`src/rtl/demux_sched_pkg.sv`:
```
// Shared types, constants and the round-robin helper for demux_burst_sched.
package demux_sched_pkg;
  localparam int unsigned NUM_DEST = 4;
  localparam int unsigned SEL_W    = 2;

  typedef enum logic [1:0] {
    IDLE = 2'd0,
    PICK = 2'd1,
    XFER = 2'd2
  } sched_state_e;

  typedef struct packed {
    logic             found;
    logic [SEL_W-1:0] idx;
  } rr_result_t;

  // First set mask bit strictly after last, wrapping; found=0 when mask is empty.
  function automatic rr_result_t next_rr(input logic [SEL_W-1:0]    last,
                                         input logic [NUM_DEST-1:0] mask);
    rr_result_t       res;
    logic [SEL_W-1:0] cand;
    res = '0;
    for (int unsigned k = 1; k <= NUM_DEST; k++) begin
      cand = last + SEL_W'(k);
      if (!res.found && mask[cand]) begin
        res.found = 1'b1;
        res.idx   = cand;
      end
    end
    return res;
  endfunction
endpackage

```
`src/rtl/rr_pick4.sv`:
```
// Combinational 4-way round-robin selector used by demux_burst_sched.
module rr_pick4
  import demux_sched_pkg::*;
(
  input  logic [SEL_W-1:0]    last,
  input  logic [NUM_DEST-1:0] mask,
  output logic [SEL_W-1:0]    idx_c,
  output logic                found_c
);
  rr_result_t res;

  always_comb begin
    res     = next_rr(last, mask);
    idx_c   = res.idx;
    found_c = res.found;
  end
endmodule

```
`src/rtl/demux_burst_sched.sv`:
```
// Round-robin burst scheduler feeding a 1:4 demux through a one-entry output register.
// Optional per-destination delivery counters when DEMUX_SCHED_STATS_EN is defined.
module demux_burst_sched
  import demux_sched_pkg::*;
#(
  parameter int unsigned DATA_W    = 8,
  parameter int unsigned BURST_LEN = 4,
  parameter int unsigned CNT_W     = 16
) (
  input  logic                      clk,
  input  logic                      rst_n,
  input  logic                      enable,
  input  logic [NUM_DEST-1:0]       mask,
  input  logic                      in_valid,
  input  logic [DATA_W-1:0]         in_data,
  output logic                      in_ready,
  output logic [NUM_DEST-1:0]       out_valid,
  output logic [DATA_W-1:0]         out_data,
  input  logic [NUM_DEST-1:0]       out_ready,
  output logic [SEL_W-1:0]          sel,
  output logic                      busy
`ifdef DEMUX_SCHED_STATS_EN
  ,
  output logic [NUM_DEST*CNT_W-1:0] beat_cnt
`endif
);
  localparam int unsigned BC_W = $clog2(BURST_LEN + 1);

  sched_state_e      state_q, state_d;
  logic [SEL_W-1:0]  sel_q, sel_d;
  logic [SEL_W-1:0]  last_q, last_d;
  logic [BC_W-1:0]   burst_cnt_q, burst_cnt_d;
  logic [DATA_W-1:0] buf_q, buf_d;
  logic              buf_v_q, buf_v_d;

  logic [SEL_W-1:0]  pick_idx;
  logic              pick_found;
  logic              accept;
  logic              deliver;

  rr_pick4 u_pick (
    .last    (last_q),
    .mask    (mask),
    .idx_c   (pick_idx),
    .found_c (pick_found)
  );

  // Next-state, buffer and handshake logic.
  always_comb begin
    state_d     = state_q;
    sel_d       = sel_q;
    last_d      = last_q;
    burst_cnt_d = burst_cnt_q;
    buf_d       = buf_q;
    buf_v_d     = buf_v_q;
    in_ready    = 1'b0;
    accept      = 1'b0;
    deliver     = buf_v_q && out_ready[sel_q];

    unique case (state_q)
      IDLE: begin
        if (enable && |mask) state_d = PICK;
      end
      PICK: begin
        if (pick_found) begin
          sel_d       = pick_idx;
          last_d      = pick_idx;
          burst_cnt_d = '0;
          state_d     = XFER;
        end else begin
          state_d = IDLE;
        end
      end
      XFER: begin
        in_ready = (burst_cnt_q < BC_W'(BURST_LEN)) && (!buf_v_q || out_ready[sel_q]);
        accept   = in_valid && in_ready;
        if (accept) begin
          buf_d       = in_data;
          buf_v_d     = 1'b1;
          burst_cnt_d = burst_cnt_q + BC_W'(1);
        end else if (deliver) begin
          buf_v_d = 1'b0;
        end
        // Burst ends only once every beat has left the output register.
        if ((burst_cnt_q == BC_W'(BURST_LEN)) && (!buf_v_q || deliver)) begin
          state_d = (enable && |mask) ? PICK : IDLE;
        end
      end
      default: state_d = IDLE;
    endcase
  end

  always_ff @(posedge clk or negedge rst_n) begin
    if (!rst_n) begin
      state_q     <= IDLE;
      sel_q       <= '0;
      last_q      <= SEL_W'(NUM_DEST - 1);
      burst_cnt_q <= '0;
      buf_q       <= '0;
      buf_v_q     <= 1'b0;
    end else begin
      state_q     <= state_d;
      sel_q       <= sel_d;
      last_q      <= last_d;
      burst_cnt_q <= burst_cnt_d;
      buf_q       <= buf_d;
      buf_v_q     <= buf_v_d;
    end
  end

  assign out_valid = buf_v_q ? (NUM_DEST'(1) << sel_q) : '0;
  assign out_data  = buf_q;
  assign sel       = sel_q;
  assign busy      = (state_q != IDLE);

`ifdef DEMUX_SCHED_STATS_EN
  logic [NUM_DEST*CNT_W-1:0] cnt_q, cnt_d;

  // Per-destination delivered-beat counters, wrapping.
  always_comb begin
    cnt_d = cnt_q;
    for (int unsigned i = 0; i < NUM_DEST; i++) begin
      if (deliver && (sel_q == SEL_W'(i))) begin
        cnt_d[i*CNT_W +: CNT_W] = cnt_q[i*CNT_W +: CNT_W] + CNT_W'(1);
      end
    end
  end

  always_ff @(posedge clk or negedge rst_n) begin
    if (!rst_n) cnt_q <= '0;
    else        cnt_q <= cnt_d;
  end

  assign beat_cnt = cnt_q;
`else
  logic unused_cnt_w;
  assign unused_cnt_w = ^32'(CNT_W);
`endif
endmodule
```
`config.mk`:
```
export PLATFORM = sky130hd
export DESIGN_NAME = demux_burst_sched
export DESIGN_NICKNAME = d
export VERILOG_FILES = /design/src/rtl/demux_sched_pkg.sv /design/src/rtl/rr_pick4.sv /design/src/rtl/demux_burst_sched.sv
export SDC_FILE = /design/constraint.sdc
export NUM_CORES = 1
export LEC_CHECK = 0
export CORE_UTILIZATION = 47
export CTS_CLUSTER_SIZE = 10
export DETAILED_ROUTE_END_ITERATION = 10
export PLACE_DENSITY = 0.92
export SKIP_CTS_REPAIR_TIMING = 1
export SYNTH_ARGS = -nofsm -noshare
export SYNTH_HDL_FRONTEND = slang
export SYNTH_HIERARCHICAL = 1
export SYNTH_SLANG_ARGS = --single-unit
```
`constraint.sdc`:
```
create_clock -name clk -period 3.4 [get_ports clk]
set_input_delay 1.02 -clock clk [delete_from_list [all_inputs] [get_ports clk]]
set_output_delay 1.02 -clock clk [all_outputs]
set_load 0.05 [all_outputs]
```
; ---- Word-level counts from Yosys, hierarchy flattened
; Index checks and enable logic that the tools add are counted.
[classes]
n_addsub = 4
magnitude_cmp = 6
n_eq_ne = 7
n_shift = 1
muxes = 26
n_reduce_logical = 24
[op_table]
columns = cell, n
row1 = $mux 3, 6
row2 = $lt 2x3->1 const B, 5
row3 = $bmux 1 s2, 5
row4 = $mux 1, 9
row5 = $logic_and 1x1->1, 8
row6 = $reduce_and 2->1, 4
row7 = $mux 2, 3
row8 = $ne 2x2->1 const B, 3
row9 = $pmux 2 s3, 1
row10 = $pmux 3 s2, 1
row11 = $reduce_bool 2->1, 3
row12 = $add 2x2->2 const B, 2
row13 = $logic_not 1->1, 4
row14 = $mux 4, 1
row15 = $reduce_or 4->1, 1
row16 = $shl 1x2->4 const A, 1
row17 = $add 3x1->3 const B, 1
row18 = $eq 3x3->1 const B, 1
row19 = $lt 3x3->1 const B, 1
row20 = $reduce_and 3->1, 1
row21 = $add 2x1->2 const B, 1
row22 = $eq 2x1->1 const B, 1
row23 = $eq 2x2->1 const B, 1
row24 = $logic_not 2->1, 1
row25 = 2 further kinds, 3
[word_totals]
reg_bits = 18
inputBits = 20
output_inout_bits = 16
elab_cells = 74

; ---- Longest topological paths before layout
; Gate-level depths: netlist of run 1.
[logic_depth]
depth_word = 15
mapped_depth = 5
depth_no_buf = 5

; ---- Cells and area by module
; The synthesis of run 1 kept the hierarchy.
[by_module_without_submodules]
columns = mod, n_inst, cells_per_inst, area_per_inst_um2
row1 = demux_burst_sched, 1, 68, 919.6
row2 = rr_pick4, 1, 14, 91.3

; ---- Worst setup path before layout of run 1
; No wires, ideal clock.
[synth_timing]
path_type = in2out
startpoint = input port out_ready[0]
endpoint = output port in_ready
t_arrival_ps = 2423
slack_ps = -43
path_stages = 3
n_path_buf = 0
cell_sequence = mux2_4 -> o22ai_1 -> nor3b_1
[synth_via]
elab_chain_len = 5
[synth_lines]
columns = item, line
row1 = from (decl), demux_burst_sched.sv:19  ; input logic [NUM_DEST-1:0] out_ready,
row2 = $bmux 1 s2, demux_burst_sched.sv:75  ; in_ready = (burst_cnt_q < BC_W'(BURST_LEN)) && (!buf_v_q || out_ready[sel_q]);
row3 = $mux 1 (implied by the code), demux_burst_sched.sv:75
row4 = $logic_or 1x1->1, demux_burst_sched.sv:75
row5 = $logic_and 1x1->1, demux_burst_sched.sv:75
row6 = $mux 1, demux_burst_sched.sv:60  ; unique case (state_q)
row7 = to (decl), demux_burst_sched.sv:16  ; output logic in_ready,
; No other way between the ends. The select of a mux whose other input is x is not followed.

; ---- Worst setup path in the final report of run 1
[layout_timing]
startpoint = input port out_ready[1]
endpoint = output port in_ready
; The elaborated chain is that of the path after synthesis.

==> impl_metrics.py, run 1 <==
metrics = {
    "clock_tree": {
        "clk-insertion-delay-late_ns": 0.29,
        "cts_num_sinks": 18,
        "ctsRootBufferMaster": "clkbuf_4",
        "clk_pin_slew_worst_paths_ns": 0.10,
        "tritoncts": "yes",
        "ctsHtreeMaxLevel": 1,
        "clk_path_buf_depth": 2,
        "numCtsBuffers": 3,
    },
    "global_routing": {
        "track_usage": 0.195,
        "grt_pass1_vias": 799,
        "grt.overflow.total": 0,
        "grt_max_degree": 19,
        "antenna_found_initial": 0,
        "grt_pass1_wl_mm": 3.53,
    },
    "sta": {
        "relSlewSlack": 0.464,
        "period_needed_ns": 3.30,
        "whs_ns": 0.518,
        "slew_viol_final": 0,
        "setup_viol": 0,
        "hold_violations": 0,
        "max_clock_freq_ghz": 0.303,
        "rsz0062_at_grt": "no",
        "final.setup.tns_ns": 0,
        "max_slew.worst_pin.slew_ns": 0.802,
        "timing.final.crit_share": 0.971,
        "worst_clock_skew_ns": 0.00714,
    },
    "setup_path": {
        "startpoint_type": "primary input",
        "crit_fanout": 3,
        "critical_path_class": "primary input to output port",
        "worst_ep_arrival_time_ns": 2.28,
        "required_ns": 2.38,
        "crit_path_max_incr_delay_ns": 0.41,
        "critical_path.slowest_cell": "clkdlybuf4s50_1",
        "worstPathCellList": "clkdlybuf4s50_1, mux2_4, o22ai_1, nor3b_2, buf_12",
        "cp-end-kind": "output port",
    },
    "placed_design": {
        "place.port_buffers": 35,
        "place_hpwl_mm": 1.65,
        "globalplace.congestion": 0.770,
    },
    "finish": {
        "insertedDiodeCount": 0,
        "layout_commonest_cell": "clkdlybuf4s50_1",
        "syn_to_final_growth_pct": 41.0,
        "most-common-layout-cells": "clkdlybuf4s50_1, dfrtp_1, mux2_4",
        "layout-drive-gt1-share": 0.225,
        "fin_nets": 143,
        "utilization": 0.712,
    },
    "logic_synthesis": {
        "syn_inst": 82,
        "synth_compound_area_frac": 0.111,
        "synth-seq-cells": 18,
        "synth-simple-area-share": 0.134,
        "avgSynthCellArea_um2": 12.3,
        "yosysSeqAreaShare": 0.448,
        "ys.warnings.count": 6,
        "ys_async_sr_fraction": 1.00,
        "synth_nets": 104,
        "muxShareOfSynthArea": 0.249,
        "ys_types": 32,
        "synthFlopType": "dfrtp_1",
        "synth-adder-area-share": 0.0248,
        "synth_edf_count": 0,
        "syn_area_um2": 1010,
        "synthXorXnorAreaFrac": 0,
        "synth_top_family_by_area": "multiplexers",
    },
    "pwr": {
        "p_leak_nw": 0.638,
        "ir_worst_vdd_mv": 0.577,
        "power_density_nw_per_um2": 1040,
    },
    "detailed_routing": {
        "routed_wirelength_mm": 2.13,
        "ant_nets": 0,
        "drc_errors": 0,
        "firstDrtPassIters": 4,
        "routed_via_density": 5.38,
        "drt_iter0_drc": 4,
        "vias": 791,
        "wire_per_inst_um": 14.5,
    },
    "die": {
        "io-pin-count": 36,
        "row_count": 16,
        "die_h_um": 48.4,
        "fp.dieW_um": 48.4,
        "start_util": 0.505,
        "die_area_um2": 2340,
        "core_um2": 2000,
    },
    "outcome": {
        "status": "finished clean",
    },
    "hold_path": {
        "hold_class": "register to register",
    },
    "job": {
        "drv_cap": 0,
    },
}
-- power breakdown --
group          total, mW  internal, mW  switching [mW]  leakage [nW]
clock network      0.109        0.0456          0.0635        0.0150
logic              0.950         0.410           0.540         0.408
registers          0.427         0.327          0.0992         0.216
-- sequential cells by signal (all words and copies together), names as in the netlist --
signal	flops
out_data	8
burst_cnt_q	3
last_q	2
sel	2
state_q	2
buf_v_q	1
-- cell families after synthesis --
group / count (synthesis)
AOI/OAI and AO/OA: 12
adders and majority gates: 2
buffers and inverters: 7
DFF: 18
muxes: 18
and+or+nand+nor: 25
-- critical path, delay by kind of cell --
family	cells	cell delay [ns]
AND/OR/NAND/NOR	1	0.11
buffers and inverters	2	0.57
multiplexers	1	0.30
AO/OA/AOI/OAI	1	0.27
-- through the flow --
step | cell area [µm²] | worst slack, ns | total power [mW] | cells
2_1_floorplan | 1020 | 0.440 | 1.09 | 82
6_report | 1430 | 0.100 | 1.49 | 147
3_3_place_gp | 1400 | 0.177 | 1.35 | 143
3_5_place_dp | 1400 | 0.113 | 1.38 | 143
5_1_grt | 1430 | 0.0647 | 1.56 | 147
4_1_cts | 1430 | 0.110 | 1.49 | 147
-- synthesized netlist by cell type, types with 2 or more instances --
master     n  area (µm²)
dfstp_2    2        52.6
nor2_1     6        22.5
a21oi_1    2        10.0
inv_1      6        22.5
ha_1       2        25.0
nand2b_1   4        25.0
nand2_1    6        22.5
mux2i_1    3        30.0
mux2_4    10         150
mux2_2     4        45.0
dfrtp_1   16         400
-- layer usage --
metal | routed length, µm | track usage | vias up
li1 | - | - | 375
met1 | 884 | 0.229 | 386
met2 | 1150 | 0.354 | 26
met3 | 65 | 0.0283 | 4
met4 | 24 | 0.0784 | 0
met5 | 0 | 0 | -
-- path summary, 6_finish.rpt --
kind                              start           to  slack [ns]  depth (start not counted)
min reg2reg                 out_data[4]  out_data[4]        0.52                          1
max in group asynchronous         rst_n       sel[0]        1.71                          1
max reg2reg                      sel[1]  out_data[1]        1.57                          3
max                        out_ready[1]     in_ready        0.10                          5
min                         out_data[4]  out_data[4]        0.52                          1
min in group asynchronous         rst_n  out_data[6]        1.18                          1
-- cell type report --
cell class	instances	area (µm²)
timing repair buffer	35	360
multi-input combinational	57	529
fill	134	577
clock buffer	4	26.3
sequential	18	453
inverter	6	22.5
tap	27	33.8
(Power assumes the default switching activity.)
==> inputs of run 2 (changes only) <==
--- a/config.mk
+++ b/config.mk
@@ -5,6 +5,7 @@
 export SDC_FILE = /design/constraint.sdc
 export NUM_CORES = 1
 export LEC_CHECK = 0
+export CAP_MARGIN = 30
 export CORE_UTILIZATION = 47
 export CTS_CLUSTER_SIZE = 10
 export DETAILED_ROUTE_END_ITERATION = 10
==> results of run 2 <==
No change in the layout: final DEF, timing and power equal those of run 1.
==> inputs of run 3 (changes only) <==
--- a/config.mk
+++ b/config.mk
@@ -5,7 +5,7 @@
 export SDC_FILE = /design/constraint.sdc
 export NUM_CORES = 1
 export LEC_CHECK = 0
-export CAP_MARGIN = 30
+export ABC_AREA = 0
 export CORE_UTILIZATION = 47
 export CTS_CLUSTER_SIZE = 10
 export DETAILED_ROUTE_END_ITERATION = 10
==> results of run 3 <==
No change in the layout: final DEF, timing and power equal those of run 1.
